**src/rtl/trivium_ctrl.sv**
```systemverilog
// trivium_ctrl
//   Sequencer for a Trivium keystream core. On start it reloads the core,
//   runs WARMUP discarded steps, then packs keystream bits LSB-first into
//   bytes and delivers exactly len bytes on a valid/ready port. When a byte
//   would complete while the output register is still held, the core is
//   stalled so no keystream bit is dropped or duplicated.
//
// Optional feature macro: TRIVIUM_CTRL_XOR_EN
//   When defined, adds a plaintext input port. Each completed keystream byte
//   is XORed with pt_data, and the core stalls until pt_valid is present.
//
// Ports
//   clk, rst         clock, asynchronous active-low reset
//   start, abort     begin a session (IDLE only) / cancel from any state
//   len              bytes to deliver, latched on accepted start
//   core_rst_n       active-low reset to the core (low for one LOAD cycle)
//   core_en          core step enable
//   ks_bit           keystream bit of the core's current state
//   out_data/valid   output byte and its valid, out_ready from the consumer
//   pt_data/valid    plaintext byte (XOR build only), pt_ready consumes it
//   busy             high whenever not IDLE
//   done             one-cycle pulse after the last byte is accepted
module trivium_ctrl #(
  parameter int WARMUP = 1152,
  parameter int LEN_W  = 16
) (
  input  logic             clk,
  input  logic             rst,
  input  logic             start,
  input  logic             abort,
  input  logic [LEN_W-1:0] len,
  output logic             core_rst_n,
  output logic             core_en,
  input  logic             ks_bit,
  output logic [7:0]       out_data,
  output logic             out_valid,
  input  logic             out_ready,
`ifdef TRIVIUM_CTRL_XOR_EN
  input  logic [7:0]       pt_data,
  input  logic             pt_valid,
  output logic             pt_ready,
`endif
  output logic             busy,
  output logic             done
);

  // Warm-up counter is at least 11 bits, wider only if WARMUP demands it.
  localparam int WC_W = ($clog2(WARMUP + 1) > 11) ? $clog2(WARMUP + 1) : 11;
  localparam logic [WC_W-1:0] WARM_LAST = WC_W'(WARMUP - 1);

  typedef enum logic [2:0] {IDLE, LOAD, WARM, RUN, DRAIN} state_t;

  state_t           state, state_nxt;
  logic [WC_W-1:0]  warm_cnt;
  logic [2:0]       bitcnt;
  logic [6:0]       collect;
  logic [LEN_W-1:0] remain;

  logic handshake;
  logic out_full;
  logic byte_done;
  logic [7:0] ks_byte;

  assign handshake = out_valid && out_ready;
  // The 8th bit has nowhere to go while the previous byte is still held.
  assign out_full  = (bitcnt == 3'd7) && out_valid && !out_ready;
  assign byte_done = (state == RUN) && (bitcnt == 3'd7) && core_en;
  // collect holds bits 0..6 of the byte; the live ks_bit supplies bit 7.
  assign ks_byte   = {ks_bit, collect};

  always_ff @(posedge clk or negedge rst) begin
    if (!rst) state <= IDLE;
    else      state <= state_nxt;
  end

  always_comb begin
    state_nxt  = state;
    core_en    = 1'b0;
    core_rst_n = 1'b1;
    busy       = (state != IDLE);
`ifdef TRIVIUM_CTRL_XOR_EN
    pt_ready   = 1'b0;
`endif
    case (state)
      IDLE: begin
        if (start && (len != '0)) state_nxt = LOAD;
      end
      LOAD: begin
        core_rst_n = 1'b0;
        state_nxt  = WARM;
      end
      WARM: begin
        core_en = 1'b1;
        if (warm_cnt == WARM_LAST) state_nxt = RUN;
      end
      RUN: begin
`ifdef TRIVIUM_CTRL_XOR_EN
        core_en = !out_full && !((bitcnt == 3'd7) && !pt_valid);
`else
        core_en = !out_full;
`endif
        if (core_en && (bitcnt == 3'd7) && (remain == LEN_W'(1)))
          state_nxt = DRAIN;
      end
      DRAIN: begin
        if (handshake) state_nxt = IDLE;
      end
      default: state_nxt = IDLE;
    endcase
`ifdef TRIVIUM_CTRL_XOR_EN
    pt_ready = byte_done && !abort;
`endif
    if (abort) state_nxt = IDLE;
  end

  always_ff @(posedge clk or negedge rst) begin
    if (!rst) begin
      warm_cnt  <= '0;
      bitcnt    <= '0;
      collect   <= '0;
      remain    <= '0;
      out_data  <= '0;
      out_valid <= 1'b0;
      done      <= 1'b0;
    end else if (abort) begin
      warm_cnt  <= '0;
      bitcnt    <= '0;
      collect   <= '0;
      remain    <= '0;
      out_valid <= 1'b0;
      done      <= 1'b0;
    end else begin
      done <= 1'b0;
      case (state)
        IDLE: begin
          if (start) begin
            if (len == '0) done   <= 1'b1;
            else           remain <= len;
          end
        end
        LOAD: begin
          warm_cnt <= '0;
          bitcnt   <= '0;
        end
        WARM: begin
          warm_cnt <= warm_cnt + 1'b1;
        end
        RUN: begin
          // A handshake empties the register unless a new byte lands now.
          if (handshake) out_valid <= 1'b0;
          if (core_en) begin
            bitcnt  <= bitcnt + 1'b1;
            collect <= {ks_bit, collect[6:1]};
            if (byte_done) begin
`ifdef TRIVIUM_CTRL_XOR_EN
              out_data <= ks_byte ^ pt_data;
`else
              out_data <= ks_byte;
`endif
              out_valid <= 1'b1;
              remain    <= remain - LEN_W'(1);
            end
          end
        end
        DRAIN: begin
          if (handshake) begin
            out_valid <= 1'b0;
            done      <= 1'b1;
          end
        end
        default: ;
      endcase
    end
  end

endmodule

```
**config.mk**
```make
export PLATFORM = sky130hd
export DESIGN_NAME = trivium_ctrl
export DESIGN_NICKNAME = d
export VERILOG_FILES = /design/src/rtl/trivium_ctrl.sv
export SDC_FILE = /design/constraint.sdc
export NUM_CORES = 1
export LEC_CHECK = 0
export ABC_AREA = 1
export CAP_MARGIN = 20
export CORE_ASPECT_RATIO = 1.75
export CORE_UTILIZATION = 50
export DETAILED_ROUTE_END_ITERATION = 8
export HOLD_SLACK_MARGIN = 0.06
export PLACE_DENSITY = 0.75
export SLEW_MARGIN = 20
export SYNTH_ARGS = -nofsm -noshare
export SYNTH_HDL_FRONTEND = slang
export SYNTH_SLANG_ARGS = --single-unit
```
**constraint.sdc**
```tcl
create_clock -name clk -period 1.55 [get_ports clk]
set_input_delay 0.31 -clock clk [delete_from_list [all_inputs] [get_ports clk]]
set_output_delay 0.31 -clock clk [all_outputs]
set_load 0.01 [all_outputs]
```
==> results.yml, run 1 <==
finish:
  diodes: 0
  design_area_mm2: 0.00430
  syn2layout_area_growth_pct: 45.7
  fill_cells: 435
  finalCoreUtilization_pct: 76.3
  layout-drive-gt1-share_pct: 27.2
  finalNetCount: 544
clock_tree:
  cts_htree_levels: 2
  numCtsBuffers: 5
  clk_pin_slew_ns: 0.11
  cts_tree: "yes"
  cts.path.max_buffers: 2
  clk_latency_ns: 0.32
  root_buffer: "clkbuf_8"
  cts.sink_count: 50
synthesis:
  synthMuxAreaShare_pct: 0
  synth_top_flop_cell: "dfrtp_1"
  synth_top_cells_by_area: "dfrtp_1 42%, nand2_1 16%, nor2_1 6.6%"
  ys_top_cells_by_count: "126 x nand2_1, 52 x nor2_1, 50 x dfrtp_1, 41 x inv_1, 35 x nand3_1"
  async_flop_share_pct: 100
  yosysTopAreaCell: "dfrtp_1"
  post-synth-top-count-cell: "nand2_1"
  synth_top_family_by_area: "simple AND/OR/NAND/NOR gates"
  syn_inst: 410
  syn_avg_cell_area_um2: 7.19
  synthesis.area_mm2: 0.00295
  synth_fa_ha_area_share_pct: 2.12
  synth-xor-area-share_pct: 1.78
  synth_cell_types: 30
  synth_top_area_share_pct: 42.4
  synth_seq_cells: 50
  yosys.area_share.simple_pct: 34.9
  synth_edf_count: 0
  ys_warn_count: 0
  seq_area_frac_synth_pct: 42.4
  synth_compound_area_share_pct: 11.5
  synthesis.nets: 437
place:
  portBuffers: 34
  place_ws_ns: -0.521
  gp_congestion: 0.929
  hpwl_um: 6370
  placed_cell_area_mm2: 0.00382
die:
  die_h_um: 104
  die_x_um: 60.1
  ios: 35
  num_rows: 36
  die-area_mm2: 0.00622
  fp.coreArea_mm2: 0.00563
  start_util_pct: 52.4
timing:
  relSlewSlack_pct: 77.6
  worst_slack_ns: -0.185
  slew_violations: 0
  finClkSkew_ns: 0.0102
  hold_viol: 0
  whs_ns: 0.409
  min_period_ns: 1.73
  layout_worst_path_cycle_share_pct: 112
  finalSetupViolations: 21
  rsz0062_at_grt: "yes"
  max_freq_ghz: 0.576
  tightest_slew_ns: 0.336
  finalSetupTns_ns: -2.41
pwr:
  ir_drop_v: 0.000804
  pwr_density_cell_mw_per_mm2: 1330
  p_leak_nw: 2.11
setup_path:
  cp_max_fo: 2
  endpoint_kind: "output port"
  cp-start-kind: "flip-flop"
  reg2reg_to: "remain[0]"
  rr_worst_depth: 11
  crit_type: "flip-flop to output port"
  required_ns: 1.24
  reg2reg_slack_ns: -0.17
  arrival_ns: 1.42
  r2r_start: "bitcnt[1]"
route:
  final_antenna_net_count: 0
  wl_um: 8870
  dr_total_vias: 3120
  routed_via_density: 5.25
  drt_iter0_markers: 176
  drt_first_pass_iters: 4
  drcViolationCount: 0
  wl_per_cell_um: 14.9
min_path:
  min_path_type: "primary input to async pin"
grt:
  antenna_found_initial: 0
  grt_usage_pct: 29.6
  grt_max_degree: 40
  grt_pass1_vias: 3156
  grt_pass1_wl_um: 13800
  grt_overflow: 0
flow_run:
  maxCapViolCount: 0
status:
  violations: "setup timing"
  outcome: "complete, but fails checks"
==> power by group <==
part	switching (mW)	internal (mW)	leakage, nW
registers	0.277	1.52	0.678
logic	1.74	1.33	1.38
clock network	0.490	0.338	0.0506
==> state kept, by name, summed over array words and instances, names as in the netlist <==
register / cells
bitcnt: 3
collect: 7
done: 1
out_data: 8
out_valid: 1
remain: 16
state: 3
warm_cnt: 11
==> stage by stage <==
step                total power [mW]  std cells
finish                          5.70        594
detailed placement              4.41        575
global placement                4.34        575
CTS                             5.37        587
global route                    6.09        594
floorplan                       3.24        410
==> critical path, cell delays in order (launching register included) <==
cell	delay (ns)
dfrtp_1	0.41
ha_4	0.16
ha_4	0.15
inv_4	0.04
o21ai_4	0.13
nand2_2	0.09
buf_6	0.13
==> timing repair <==
item | in CTS | in global routing
resized for setup | 42 | 62
hold endpoints to repair | 11 | 0
setup buffers | 3 | 6
endpoints found under the setup margin | 49 | 52
cloned | 0 | 1
hold buffers | 1 | 0
pin swaps | 9 | 14
==> logic make-up after synthesis <==
group	Yosys count
buffers and inverters	53
AND/OR/NAND/NOR	234
flip-flops	50
adder cells (fa/ha/maj)	5
XOR/XNOR	6
AO/OA/AOI/OAI	62
==> cell usage in the layout, fill, tap and decap left out, types with 2 or more instances in the layout <==
master and instances:
nand2_1 115, buf_4 58, dfrtp_1 49, nor2_1 41
inv_1 40, nand3_1 29, clkdlybuf4s50_1 22, o21ai_0 20
o21ai_1 12, nor2_2 11, buf_6 11, nand2_2 10
o22ai_1 9, a21oi_1 9, nand4_1 7, nor2_4 6
nand3_2 5, clkbuf_8 5, dlymetal6s2s_1 5, inv_2 4
xor2_1 4, dlygate4sd2_1 4, nand3_4 3, nand2_4 3
inv_4 2, nand2_8 2, o22ai_2 2, a21oi_4 2
inv_8 2, xnor2_1 2, a22oi_1 2, ha_4 2
ha_1 2, buf_2 2, buf_12 2
==> worst max-delay path by stage <==
| stage | startpoint | end | depth (start not counted) |
|---|---|---|---|
| 6_report | bitcnt[1] | core_en | 6 |
| 3_3_place_gp | out_ready | core_en | 6 |
| 2_1_floorplan | bitcnt[0] | remain[5] | 10 |
| 4_1_cts | bitcnt[1] | core_en | 6 |
| 5_1_grt | bitcnt[0] | remain[0] | 11 |
| 3_5_place_dp | out_ready | core_en | 6 |
==> per-layer routing <==
layer  wire length [um]  vias to the layer above  track usage [%]  part of all wire (%)
met5                  0                        -                0                     0
met4                430                        0             16.4                   4.8
met2               5090                       69             54.8                    57
li1                   -                     1540                -                     -
met1               3150                     1475             29.4                    36
met3                197                       36             4.37                   2.2
==> layout make-up <==
cell class | count | area (um^2) | share of cell area, %
Clock buffer | 5 | 68.8 | 1.60
Clock inverter | 3 | 28.8 | 0.670
Inverter | 47 | 189 | 4.40
Multi-Input combinational cell | 307 | 1710 | 39.8
Sequential cell | 50 | 1250 | 29.2
Tap cell | 76 | 95.1 | 2.21
Timing Repair Buffer | 106 | 952 | 22.2
No activity file was read; power rests on OpenSTA's default activity.
==> run 2, diff against run 1 <==
Settings changed: CORE_MARGIN from default to 8, HOLD_SLACK_MARGIN 0.06 to 0.03.
==> results.yml, run 2 (synthesis gave the netlist of run 1 again) <==
status:
  outcome: "complete, but fails checks"
  violations: "setup timing"
finish:
  fill_cells: 393
  reg.largest.list: "remain: 16 flops, warm_cnt: 11 flops, out_data: 8 flops"
  syn2layout_area_growth_pct: 51.8
  final_cell_mix: "108 x nand2_1, 58 x buf_4, 49 x dfrtp_1"
  largest_reg_flops: 16
  top_register: "remain"
  layout_commonest_cell: "nand2_1"
  layout-drive-gt1-share_pct: 31.3
  diodes: 0
  seqCellArea_mm2: 0.00125
  finalNetCount: 550
  multiInputGateArea_mm2: 0.00177
die:
  die_h_um: 118
  start_util_pct: 51.0
  fp.coreArea_mm2: 0.00579
  ios: 35
  num_rows: 37
  die_x_um: 74.1
  die-area_mm2: 0.00871
clock_tree:
  root_buffer: "clkbuf_8"
  cts_htree_levels: 2
  cts.sink_count: 50
  clk_latency_ns: 0.32
  clk_pin_slew_ns: 0.11
  numCtsBuffers: 5
  cts_tree: "yes"
  cts.path.max_buffers: 2
setup_path:
  required_ns: 1.24
  crit_path_max_incr_delay_ns: 0.38
  r2r_start: "state[1]"
  crit_chain: "ha_2 > ha_4 > inv_4 > o21ai_4 > nand2_2 > buf_2"
  crit_type: "flip-flop to output port"
  cp-start-kind: "flip-flop"
  cpMaxStageDelayCell: "dfrtp_1"
  cp_max_fo: 2
  crit_start: "bitcnt[0]"
  crit_buf_inv: 2
  endpoint_kind: "output port"
  path_delay_family: "flip-flops"
  arrival_ns: 1.46
timing:
  finClkSkew_ns: 0.0120
  min_period_ns: 1.77
  relSlewSlack_pct: 78.1
  finalSetupTns_ns: -2.41
  finalSetupViolations: 22
  worst_slack_ns: -0.219
  layout_worst_path_cycle_share_pct: 114
  hold_viol: 0
  tightest_slew_ns: 0.327
  slew_violations: 0
  max_freq_ghz: 0.565
  rsz0062_at_grt: "yes"
pwr:
  power_mw: 6.16
  pwr_density_cell_mw_per_mm2: 1380
  ir_drop_v: 0.00121
  p_leak_nw: 2.27
grt:
  grt_max_degree: 51
  grt_pass1_wl_um: 14100
  busiest_layer: "met2"
  grt.met2_usage_pct: 37.4
  use_met1_pct: 21.0
  antenna_found_initial: 0
  grt_pass1_vias: 3136
  grt_overflow: 0
  grt_usage_pct: 20.3
  grt_util_met3_pct: 3.50
min_path:
  min_path_type: "flip-flop to flip-flop"
  hp-start: "out_data[2]"
place:
  hpwl_um: 5970
  portBuffers: 34
  gp_congestion: 0.940
route:
  drt_iter0_markers: 297
  dr_total_vias: 3283
  wl_um: 10100
  routed_via_density: 5.45
  drcViolationCount: 0
  wl_per_cell_um: 16.7
  drt_first_pass_iters: 5
  final_antenna_net_count: 0
flow_run:
  maxCapViolCount: 0
[run 2: cell count changes in the layout (fill, tap and decap cells not counted), sizes merged]
cell | before | now
dlymetal6s2s | 5 | 8
dlygate4sd2 | 4 | 2
clkinvlp | 0 | 1
clkinv | 1 | 0
bufinv | 0 | 1
inv | 49 | 48
buf | 74 | 81
clkdlybuf4s50 | 22 | 20
[run 2: path summary, 6_finish.rpt]
kind / to / slack (ns) / depth (start not counted)
hold reg to reg: out_data[2] / 0.50 / 2
setup reg to reg: remain[12] / -0.18 / 13
max in group asynchronous: state[0] / 0.81 / 3
min in group asynchronous: bitcnt[2] / 0.51 / 3
setup / recovery: core_en / -0.22 / 6
hold / removal: out_data[2] / 0.50 / 2
[run 2: worst min-delay path, delay by kind of cell, from the launching register on]
family | cells | cell delay (ns)
AOI/OAI and AO/OA | 1 | 0.06
DFF | 1 | 0.35
and+or+nand+nor | 1 | 0.05
[run 2: report_power, final]
part           total (mW)  switching (mW)  internal, mW
Sequential           1.78           0.265          1.52
Clock               0.993           0.501         0.492
Combinational        3.39            1.90          1.49
Total                6.16            2.66          3.50
[run 2: metal layers]
metal | part of all wire, % | up-vias
met5 | 0 | -
met4 | 4.6 | 0
met3 | 4.4 | 41
met2 | 56 | 132
met1 | 35 | 1556
li1 | - | 1554
[run 2: timing repair]
item / in CTS / in global routing
pin swaps: 8 / 21
setup endpoints to repair: 35 / 58
buffers inserted: 10 / 10
resized for setup: 54 / 86
hold buffers: 1 / 0
cloned: 1 / 1
endpoints found under the hold margin: 50 / 0
[run 2: cell type report]
| cell class | count | share of cell area, % |
|---|---|---|
| Tap cell | 78 | 2.18 |
| Multi-Input combinational cell | 307 | 39.6 |
| Inverter | 47 | 4.11 |
| Clock buffer | 5 | 1.54 |
| Timing Repair Buffer | 112 | 23.5 |
| Clock inverter | 3 | 1.09 |
| Sequential cell | 50 | 28.0 |
[run 2: stage by stage]
step / setup slack (ns) / area, um^2 / hold WS (ns) / utilization [%] / std cells
2_1_floorplan: 0.00360 / 2950 / 0.0144 / - / 410
3_3_place_gp: -0.514 / 3800 / 0.320 / 65.7 / 574
3_5_place_dp: -0.520 / 3800 / 0.321 / 65.7 / 574
4_1_cts: -0.199 / 4130 / 0.496 / 71.4 / 593
5_1_grt: -0.299 / 4480 / 0.523 / 77.3 / 602
6_report: -0.219 / 4480 / 0.498 / 77.3 / 602
